$ cat src/rtl/counter_step_ctrl.sv
// Turns debounced up/down button levels plus a clear request into one-cycle inc/dec/clr commands.
// Press-and-hold auto-repeat is built only when AUTO_REPEAT_EN is defined.
module counter_step_ctrl #(
  parameter int unsigned WIDTH         = 8,
  parameter int unsigned HOLD_CYCLES   = 50_000_000,
  parameter int unsigned REPEAT_CYCLES = 10_000_000,
  parameter bit          WRAP          = 1'b0
) (
  input  logic             clk,
  input  logic             reset,
  input  logic             up_level,
  input  logic             down_level,
  input  logic             clr_req,
  input  logic [WIDTH-1:0] count_in,
  output logic             inc,
  output logic             dec,
  output logic             clr,
  output logic             active,
  output logic [1:0]       state
);

  typedef enum logic [1:0] {
    StIdle    = 2'd0,
    StHold    = 2'd1,
    StRepeat  = 2'd2,
    StWaitRel = 2'd3
  } state_e;

  if (HOLD_CYCLES < 2 || REPEAT_CYCLES < 2) begin : gen_param_check
    $error("counter_step_ctrl: HOLD_CYCLES and REPEAT_CYCLES must be at least 2");
  end

  state_e state_q, state_d;
  logic   inc_q, inc_d;
  logic   dec_q, dec_d;
  logic   clr_q, clr_d;
  logic   active_q, active_d;

  // At the limits the step is dropped but the sequencing carries on unchanged.
  logic inc_ok, dec_ok;
  assign inc_ok = WRAP || !(&count_in);
  assign dec_ok = WRAP || (|count_in);

`ifdef AUTO_REPEAT_EN
  localparam int unsigned MaxCycles  = (HOLD_CYCLES > REPEAT_CYCLES) ? HOLD_CYCLES
                                                                      : REPEAT_CYCLES;
  localparam int unsigned TimerW     = (MaxCycles > 1) ? $clog2(MaxCycles) : 1;
  localparam logic [TimerW-1:0] HoldLoad   = TimerW'(HOLD_CYCLES - 1);
  localparam logic [TimerW-1:0] RepeatLoad = TimerW'(REPEAT_CYCLES - 1);

  logic [TimerW-1:0] timer_q, timer_d;
  logic              dir_q, dir_d;  // 0 = up, 1 = down
  logic              level_act;

  always_comb begin
    state_d   = state_q;
    inc_d     = 1'b0;
    dec_d     = 1'b0;
    clr_d     = 1'b0;
    timer_d   = timer_q;
    dir_d     = dir_q;
    level_act = dir_q ? down_level : up_level;

    if (clr_req) begin
      clr_d   = 1'b1;
      timer_d = '0;
      state_d = (up_level || down_level) ? StWaitRel : StIdle;
    end else begin
      unique case (state_q)
        StIdle: begin
          if (up_level && down_level) begin
            state_d = StWaitRel;
          end else if (up_level) begin
            inc_d   = inc_ok;
            dir_d   = 1'b0;
            timer_d = HoldLoad;
            state_d = StHold;
          end else if (down_level) begin
            dec_d   = dec_ok;
            dir_d   = 1'b1;
            timer_d = HoldLoad;
            state_d = StHold;
          end
        end
        StHold, StRepeat: begin
          // The other button is ignored; only releasing the served one ends the press.
          if (!level_act) begin
            state_d = StIdle;
          end else if (timer_q != '0) begin
            timer_d = timer_q - TimerW'(1);
          end else begin
            inc_d   = !dir_q && inc_ok;
            dec_d   = dir_q && dec_ok;
            timer_d = RepeatLoad;
            state_d = StRepeat;
          end
        end
        StWaitRel: begin
          if (!up_level && !down_level) state_d = StIdle;
        end
        default: state_d = StWaitRel;
      endcase
    end

    active_d = (state_d == StHold) || (state_d == StRepeat);
  end

  always_ff @(posedge clk) begin
    if (reset) begin
      timer_q <= '0;
      dir_q   <= 1'b0;
    end else begin
      timer_q <= timer_d;
      dir_q   <= dir_d;
    end
  end
`else
  always_comb begin
    state_d  = state_q;
    inc_d    = 1'b0;
    dec_d    = 1'b0;
    clr_d    = 1'b0;
    active_d = 1'b0;

    if (clr_req) begin
      clr_d   = 1'b1;
      state_d = (up_level || down_level) ? StWaitRel : StIdle;
    end else begin
      unique case (state_q)
        StIdle: begin
          if (up_level && down_level) begin
            state_d = StWaitRel;
          end else if (up_level) begin
            inc_d   = inc_ok;
            state_d = StWaitRel;
          end else if (down_level) begin
            dec_d   = dec_ok;
            state_d = StWaitRel;
          end
        end
        StWaitRel: begin
          if (!up_level && !down_level) state_d = StIdle;
        end
        default: state_d = StWaitRel;
      endcase
    end
  end
`endif

  always_ff @(posedge clk) begin
    if (reset) begin
      state_q  <= StWaitRel;
      inc_q    <= 1'b0;
      dec_q    <= 1'b0;
      clr_q    <= 1'b0;
      active_q <= 1'b0;
    end else begin
      state_q  <= state_d;
      inc_q    <= inc_d;
      dec_q    <= dec_d;
      clr_q    <= clr_d;
      active_q <= active_d;
    end
  end

  assign inc    = inc_q;
  assign dec    = dec_q;
  assign clr    = clr_q;
  assign active = active_q;
  assign state  = state_q;

endmodule

$ cat config.mk
export PLATFORM = sky130hd
export DESIGN_NAME = counter_step_ctrl
export DESIGN_NICKNAME = d
export VERILOG_FILES = /design/src/rtl/counter_step_ctrl.sv
export SDC_FILE = /design/constraint.sdc
export NUM_CORES = 1
export LEC_CHECK = 0
export CAP_MARGIN = 25
export CORE_AREA = 3 3 40 42
export CTS_CLUSTER_DIAMETER = 120
export DETAILED_ROUTE_END_ITERATION = 12
export DIE_AREA = 0 0 43 45
export PLACE_DENSITY = 0.55
export SETUP_SLACK_MARGIN = 0.2
export SLEW_MARGIN = 20
export SYNTH_ARGS = -nofsm -noshare
export SYNTH_HDL_FRONTEND = slang
export SYNTH_SLANG_ARGS = --single-unit
$ cat constraint.sdc
create_clock -name clk -period 1.45 [get_ports clk]
set_input_delay 0.29 -clock clk [delete_from_list [all_inputs] [get_ports clk]]
set_output_delay 0.29 -clock clk [all_outputs]
set_load 0.005 [all_outputs]
==> results by group <==
Setup path
  • Startpoint types: input port
  • CP cell instances: clkdlybuf4s50_1 -> or4_4 -> a211oi_2
  • Critical Path RT: 1.60 ns
  • Crit Path Class: input port to register
  • CP arrival: approximately 1.4 ns
  • Max stage delay cell, worst path: or4_4
  • Setup crit start: clr_req
  • CP max stage delay: 0.52 ns
  • Worst R2R Start: state[0]$_SDFFE_PP1P_
  • CP max FO: 3
  • Crit. End Element: register

STA
  • Fin Clk Skew: 0.000616 ns
  • Final Hold Viols: 0
  • Final TNS setup: 0 ns
  • Tmin final: between 1 and 1.5 ns
  • Final WS setup: 0.217 ns
  • Fin. max-slew vios: 0
  • Final worst path period share: 0.851
  • Final setup fails: 0
  • RSZ-0062 raised after global routing: true
  • Fmax achieved: between 0.8 and 0.9 GHz

Routing
  • Post-route ant nets: 0
  • DR pass1 iterations: 1
  • 1st-iter DRT viols: 0
  • DR WL/cell: ~9 um
  • Routed vias/inst: 4.00
  • # DRC: 0
  • Vias: 208
  • DRT Wirelength: roughly 460 um

Clock network
  • Worst skew pair latency: 0.23 ns
  • Number of CTS-inserted buffers: 3
  • CTS root buffer: clkbuf_4
  • Clock Path Buffers: 2
  • Clk sinks: 4
  • Clock-pin transition on the worst setup and hold timing paths: 0.04 ns
  • H-Tree Depth: 1
  • CTS Hold Bufs: 0
  • CTS tree: yes

Place
  • Placed cell areas: 355 um^2
  • Post-DP HPWL: 387 um
  • Routability cong.: about 0.57
  • PortBufs: 17
  • Post-place setup slack: -0.0650 ns

Yosys
  • Post-synthesis register bit count: 4
  • Ys Warns: 0
  • Cell Area, Synth: 174 um^2
  • Synth cell types: 12
  • Sequential-to-total area share from yosys stat: 0.460
  • Syn avg cell area: 9.66 um^2
  • Cells after synthesis: 18
  • Net Count, Synth: 31

GRT
  • Grt ovf: 0
  • Antenna violations before repair: 0
  • Largest net degree at the start of global routing: 5
  • Total GRT Usage: 0.0467
  • Vias in the first global route: 177
  • First-pass GRT wire length: 565 um

Flow run
  • Total of max-cap violations: 0

Power and ir drop
  • Int Power: 0.244 mW
  • Peak VDD IR: ~180 uV
  • LEAKAGE: 0.157 nW
  • Net Sw Power: 0.0578 mW
  • Switch share: 0.192
  • Gate power share: 0.172
  • Pwr dens: 790 nW/um^2
  • Sequential power share: 0.382
  • Clock share of power: 0.446
  • Final Power: around 0.30 mW

Floorplan
  • Core Area: about 1300 um^2
  • Cell row count: 13
  • Starting Density: 0.135
  • DIE AREA: 1940 um^2
  • Die Width: 43 um
  • Die outline height: 45 um
  • Io pins: 19

Finish
  • Area growth from synthesis to final layout: 119%
  • Fin area: 382 um^2
  • Layout cells sized above 1: 0.189
  • Final core utilization: 0.297
  • Nets: 52
  • ANT cells: 0
  • Most common cell after layout, fill and taps aside: clkdlybuf4s50_1
  • Most frequent cells in the layout: clkdlybuf4s50_1 (12), dlygate4sd2_1 (5), clkbuf_4 (3), dfxtp_1 (3)

Hold path
  • HP Start: state[0]$_SDFFE_PP1P_
  • HP Class: register to register

Outcome
  • Status: finished, final reports clean
path summary, 6_finish.rpt:
kind,endpoint,slack [ns],depth (start not counted)
max,dec$_SDFF_PP0_,0.22,3
max reg2reg,dec$_SDFF_PP0_,0.38,2
min reg2reg,dec$_SDFF_PP0_,0.54,2
min,dec$_SDFF_PP0_,0.54,2
routing by layer:
layer	vias up	track usage	routed length (um)
met3	2	0.00797	64
met4	0	0.108	23
li1	107	-	-
met1	86	0.0314	133
met2	13	0.0689	237
met5	-	0	0
flip-flops by register name (all words and copies together) (netlist names):
name / flops
clr: 1
inc: 1
state: 1
dec: 1
cells in the mapped netlist:
master / n / area (um^2)
nor4_1: 2 / 12.5
dfxtp_1: 4 / 80.1
nor4b_1: 1 / 8.76
inv_1: 1 / 3.75
nor2b_1: 1 / 6.26
or4_1: 1 / 7.51
a211oi_1: 1 / 7.51
o211a_1: 1 / 10.0
nand4_1: 2 / 12.5
conb_1: 1 / 3.75
or3_1: 1 / 6.26
buf_4: 2 / 15.0
area by class of cell:
class                      count  area (um^2)
fill                         138          903
inverter                       1         3.75
tap                           15         18.8
sequential                     4         81.3
clock buffer                   3         22.5
multi-input combinational     11         83.8
timing repair buffer          18          171
power by group through the flow:
stage	sequential [mW]	clock [mW]	combinational [mW]
4_1_cts	0.115	0.141	0.0511
6_report	0.115	0.134	0.0519
2_1_floorplan	0.117	0	0.00950
3_5_place_dp	0.117	0	0.0537
5_1_grt	0.115	0.141	0.0560
3_3_place_gp	0.117	0	0.0534
worst max-delay path, delay by kind of cell:
kind	cells	cell delay, ns
buf+inv	1	0.43
compound gates	1	0.14
simple gates	1	0.52
cell families after synthesis:
| logic type | after synthesis | synth area share |
|---|---|---|
| simple gates | 8 | 0.309 |
| buf+inv | 3 | 0.108 |
| flops | 4 | 0.460 |
| other cells | 1 | 0.0216 |
| compound gates | 2 | 0.101 |
what timing repair did:
| action | in CTS | in global routing |
|---|---|---|
| pin swaps | 1 | 0 |
| endpoints found under the setup margin | 6 | 1 |
| resized for setup | 6 | 2 |
| buffers inserted | 0 | 0 |
per-stage QoR:
stage	cells	hold slack (ns)
floorplan	18	0.362
global placement	49	0.561
detailed placement	49	0.572
CTS	52	0.526
global route	52	0.554
finish	52	0.538
Note: power is estimated with default switching activity, not from simulation.
